--- src/rtl/core_sequencer.sv ---
// rtl/core_sequencer.sv - multi-cycle stage sequencer: fetch/mem handshakes, redirects, retire count, halt control
// Optional: CORE_SEQUENCER_MEM_SKIP_EN lets non-memory instructions bypass MEM.
module core_sequencer #(
  parameter logic [31:0] RESET_PC       = 32'h0000_0000,
  parameter int unsigned TIMEOUT_CYCLES = 255
) (
  input  logic        clk,
  input  logic        rst,
  output logic [2:0]  state,
  output logic [31:0] pc,
  output logic        fetch_req,
  input  logic        fetch_ready,
  input  logic        exec_busy,
  input  logic        is_load,
  input  logic        is_store,
  output logic        mem_req,
  input  logic        mem_ready,
  input  logic        is_jump_enabled,
  input  logic [31:0] jump_dest,
  input  logic        halt_req,
  output logic        halted,
  output logic        timeout_err,
  output logic        misalign_err,
  output logic [31:0] retired
);

  typedef enum logic [2:0] {
    S_FETCH  = 3'd0,
    S_DECODE = 3'd1,
    S_EXEC   = 3'd2,
    S_MEM    = 3'd3,
    S_WRITE  = 3'd4,
    S_HALT   = 3'd5
  } state_t;

  state_t      cur, nxt;
  logic [31:0] wait_cnt;
  logic        mem_op, misalign, timeout_hit;
  logic        wait_cycle, set_timeout, set_misalign;

  assign state       = cur;
  assign mem_op      = is_load | is_store;
  assign misalign    = is_jump_enabled && (jump_dest[1:0] != 2'b00);
  // A zero limit disables the timeout entirely.
  assign timeout_hit = (TIMEOUT_CYCLES != 0) && (wait_cnt == 32'(TIMEOUT_CYCLES));

  always_comb begin
    nxt          = cur;
    fetch_req    = 1'b0;
    mem_req      = 1'b0;
    halted       = 1'b0;
    wait_cycle   = 1'b0;
    set_timeout  = 1'b0;
    set_misalign = 1'b0;
    case (cur)
      S_FETCH: begin
        fetch_req = 1'b1;
        if (fetch_ready) nxt = S_DECODE;
        else if (timeout_hit) begin
          nxt         = S_HALT;
          set_timeout = 1'b1;
        end else wait_cycle = 1'b1;
      end
      S_DECODE: nxt = S_EXEC;
      S_EXEC: begin
        if (!exec_busy) begin
`ifdef CORE_SEQUENCER_MEM_SKIP_EN
          nxt = mem_op ? S_MEM : S_WRITE;
`else
          nxt = S_MEM;
`endif
        end
      end
      S_MEM: begin
        if (mem_op) begin
          mem_req = 1'b1;
          if (mem_ready) nxt = S_WRITE;
          else if (timeout_hit) begin
            nxt         = S_HALT;
            set_timeout = 1'b1;
          end else wait_cycle = 1'b1;
        end else nxt = S_WRITE;
      end
      S_WRITE: begin
        if (misalign) begin
          nxt          = S_HALT;
          set_misalign = 1'b1;
        end else nxt = halt_req ? S_HALT : S_FETCH;
      end
      S_HALT:  halted = 1'b1;
      default: nxt = S_HALT;
    endcase
  end

  always_ff @(posedge clk or posedge rst) begin
    if (rst) begin
      cur          <= S_FETCH;
      pc           <= RESET_PC;
      retired      <= 32'd0;
      wait_cnt     <= 32'd0;
      timeout_err  <= 1'b0;
      misalign_err <= 1'b0;
    end else begin
      cur <= nxt;
      if (nxt != cur) wait_cnt <= 32'd0;
      else if (wait_cycle) wait_cnt <= wait_cnt + 32'd1;
      if (set_timeout) timeout_err <= 1'b1;
      if (set_misalign) misalign_err <= 1'b1;
      // A misaligned redirect still retires but leaves pc on the faulting instruction.
      if (cur == S_WRITE) begin
        retired <= retired + 32'd1;
        if (!misalign) pc <= is_jump_enabled ? jump_dest : pc + 32'd4;
      end
    end
  end

endmodule

--- config.mk ---
export PLATFORM = sky130hd
export DESIGN_NAME = core_sequencer
export DESIGN_NICKNAME = d
export VERILOG_FILES = /design/src/rtl/core_sequencer.sv
export SDC_FILE = /design/constraint.sdc
export NUM_CORES = 1
export LEC_CHECK = 0
export ABC_AREA = 1
export BUFFER_PORTS_ARGS = -buffer_cell sky130_fd_sc_hd__buf_2
export CORE_UTILIZATION = 30
export DETAILED_ROUTE_END_ITERATION = 10
export PLACE_DENSITY = 0.46
export SETUP_SLACK_MARGIN = 0.2
export SLEW_MARGIN = 40
export SYNTH_ARGS = -nofsm -noshare
export SYNTH_HDL_FRONTEND = slang
export SYNTH_SLANG_ARGS = --single-unit
export TNS_END_PERCENT = 10
--- constraint.sdc ---
create_clock -name clk -period 7.6 [get_ports clk]
set_clock_uncertainty 0.15 [all_clocks]
set_input_delay 1.14 -clock clk [delete_from_list [all_inputs] [get_ports clk]]
set_output_delay 1.14 -clock clk [all_outputs]
set_load 0.01 [all_outputs]
==> results.md <==
- Routed met1 length: 8.485 mm
- Via/cell ratio: roughly 4.7
- Power density over cell area: roughly 160 nW/um^2
- Req. time, crit path: approximately 7.7 ns
- Most common library cell in the layout ignoring fill and taps: nand2_1
- Area after detailed placement: 6872 um^2
- DIE AREA: slightly above 20000 um^2
- Cell with the largest stage delay on the worst path: inv_2
- Layout cell share with drive strength beyond 1: about 18%
- Number of fill cells: around 2200
- Met2 wire length: just over 7 mm
- Pin count of the biggest net entering global routing: 72
- GRT Overall Usage: 16.88%
- Most repeated library cell on the critical path: nor2_1
- Vertical die dimension: roughly 140 um
- Overall via count from detail_route: around 5600
- Register Area: between 2000 and 3000 um^2
- Synthesis warning total: 0
- Clock buffer depth: 2
- CTS Hold Bufs: 0
- Aggregate negative setup slack: 0 ns
- Total global routing overflow: 0
- Peak supply drop: around 0.000097 V
- Area growth from synthesis to layout: 18.93%
- Hold EP: retired[31]
- Max Transition Viols Final: 0
- Count of max-cap constraint violations: 0
- Worst slack after detailed placement: roughly 3.6 ns
- Highest layer used for signal routing: met4
- Root buffer cell: clkbuf_16
- Count of nets after finishing: 976
- Total inserted antenna cells: 0
- Status: finished, final reports clean
- Reg-to-reg endpoint: wait_cnt[13]
- DRT Wirelength: about 16 mm
- Category of the worst setup path launch point: input pin
- Row cnt: 51
- Vias in the first global route: between 5000 and 6000
- Final worst slack: 4.002 ns
- Part of the Yosys area used for sequential elements: 41.92%
- Critical path peak fanout: 45
- Inserted Clock Buffers: 9
- CP endpoint kind: flip-flop
- Number of instances in the synthesized netlist: 822
- Total buffers and inverters traversed by the critical path: 4
- Multi-input logic area: roughly 3000 um^2
- Clock period minus final worst setup slack: roughly 3.6 ns
- I/O pin count: 113
- Hold violation count in the final report: 0
- Placed wire-length estimate after detailed placement: about 12 mm
- Global-route wire length before repair: roughly 27 mm
- Clock slew at the register clock pins of the worst setup and hold paths: 0.09 ns
- WL/cell: 13.72 um
- Flop2flop setup slack: approximately 4.5 ns
- WL met3: roughly 720 um
- Total number of H-tree levels: 3
- Cell type group with the largest total delay on the critical path: buffers and inverters
- Clk Latency, worst-skew pair: 0.36 ns
- Worst Path Arrival: 3.70 ns
- Beginning of the worst register-to-register path: wait_cnt[0]
- Cell area after synthesis: around 6000 um^2
- Number of setup violations in the final report: 0
- Unrepaired setup endpoints after global routing: false
- Weighted congestion reported at the end of routability-driven placement: 0.8180
- Design Area, Final: about 7000 um^2
- Post-DRT Antenna Nets: 0
- DRT Pass-1 Iters: 5
- Hold Startpoint: retired[31]
- Finished Core Util: 36.60%
- Smallest hold slack: 0.3190 ns
- # Post-CTS Setup Buffers: 0
- Die X: about 140 um
- Post-Synthesis Mean Instance Area: ~7.3 um^2
- Number of unique standard cell types used by synthesis: 38
- Total clock sinks: approximately 100
- Critical Path Max Stage Delay: 0.59 ns
- Final period util: between 40% and 50%
- Core Area: ~20000 um^2
- Count of buffers from port buffering: 112
- Count of instances resized after the clock tree is built: 0
- Reported leakage power: about 3.6 nW
- Initial core utilization: between 30% and 40%
- DRC violation total after the first TritonRoute iteration: around 330
- Most used cells in the layout excluding fill and tap cells: 175 x nand2_1, 124 x nor2_1, 112 x buf_2
- Hold Path Depth: 1
- FF-to-FF path depth: 12
- Transition time at the pin with the least slew margin: around 0.8 ns
- Antenna violations before repair: 0
- List of cells traversed by the critical path: buf_2 -> inv_2 -> nor2_1 -> nor2_2 -> buf_4 -> clkinv_1 -> a211oi_1 -> nor2_1
- Min-delay worst type: reg -> reg
- WS Path Type: in -> reg
- Nets in the synthesized netlist: just under 900
- DRC Markers: 0
- TritonCTS clock tree: done
- Relative max-transition margin: 45.23%
- Peak clock frequency supported by timing: 277.9 MHz
- Total of flip-flops plus latches after synthesis: approximately 100
-- routing by layer --
| metal | global-route usage [%] | vias to the layer above |
|---|---|---|
| met5 | 0 | - |
| li1 | - | 2896 |
| met1 | 24.53 | 2572 |
| met3 | 2.399 | 16 |
| met4 | 5.431 | 0 |
| met2 | 25.55 | 131 |
-- synthesized netlist by cell type --
master | count | share of area [%]
ha_1 | 3 | 0.62
or2_2 | 5 | 0.52
nand3_1 | 47 | 3.9
nand4_1 | 37 | 3.8
dfrtp_1 | 101 | 42
a21oi_2 | 1 | 0.15
o221ai_1 | 2 | 0.29
nor2_4 | 2 | 0.37
nand3_2 | 1 | 0.17
nor2_2 | 9 | 0.93
nor3_2 | 3 | 0.50
nand2_1 | 175 | 11
nor3_1 | 28 | 2.3
o21ai_0 | 47 | 3.9
o21bai_1 | 4 | 0.50
o22ai_1 | 7 | 0.73
inv_2 | 3 | 0.19
clkinv_2 | 1 | 0.083
nor3_4 | 1 | 0.27
inv_1 | 104 | 6.5
a21oi_4 | 1 | 0.27
clkbuf_1 | 11 | 0.68
nor4_1 | 8 | 0.83
nand3b_1 | 1 | 0.12
buf_2 | 2 | 0.17
buf_6 | 2 | 0.37
nand2_4 | 2 | 0.37
a21o_1 | 1 | 0.12
a211oi_1 | 2 | 0.25
a31oi_1 | 2 | 0.21
nor2_1 | 125 | 7.8
nand2_2 | 6 | 0.62
xnor2_1 | 20 | 2.9
xor2_1 | 24 | 3.5
nor3b_1 | 4 | 0.50
a21oi_1 | 21 | 1.7
o211ai_1 | 7 | 0.87
clkinv_1 | 2 | 0.12
-- logic make-up (layout without fill, tap and decap cells) --
family	after synthesis	in the layout	synth area share, %
DFF	101	101	41.92
and+or+nand+nor	454	454	33.95
adders and majority gates	3	3	0.6226
xor gates and xnor gates	44	44	6.391
AOI/OAI and AO/OA	95	95	9.027
buffers and inverters	125	240	8.093
-- power breakdown --
part | switching, mW | leakage (nW) | internal, mW
clock network | 0.241 | 0.148 | 0.234
registers | 0.0213 | 1.32 | 0.550
logic | 0.0549 | 2.16 | 0.0326
total | 0.318 | 3.63 | 0.817
-- worst max-delay path by stage --
stage	start	end	slack [ns]	cells after the start
floorplan	rst	misalign_err	3.66	1
global placement	is_jump_enabled	pc[6]	3.62	8
detailed placement	is_jump_enabled	pc[14]	3.59	8
CTS	is_jump_enabled	pc[14]	3.98	8
global route	is_jump_enabled	pc[14]	3.63	8
finish	is_jump_enabled	pc[6]	4.00	8
-- layout make-up --
class,count,area share (%)
repair buffers,114,8.079
clock inverters,7,1.029
well taps,265,4.624
inverters,110,5.811
flip-flops and latches,101,35.25
clock buffers,9,3.141
multi-input cells,596,42.07
-- registers in the layout (all words and copies together) (netlist names) --
register	flops
misalign_err	1
pc	32
state	3
wait_cnt	32
retired	32
timeout_err	1
-- metrics by stage --
stage                     std cells  power [mW]
after floorplan                 822      0.6260
after global placement         1186      0.6720
after detailed placement       1186      0.6714
after CTS                      1202       1.159
after global routing           1202       1.194
final                          1202       1.135
(Power assumes the default switching activity.)
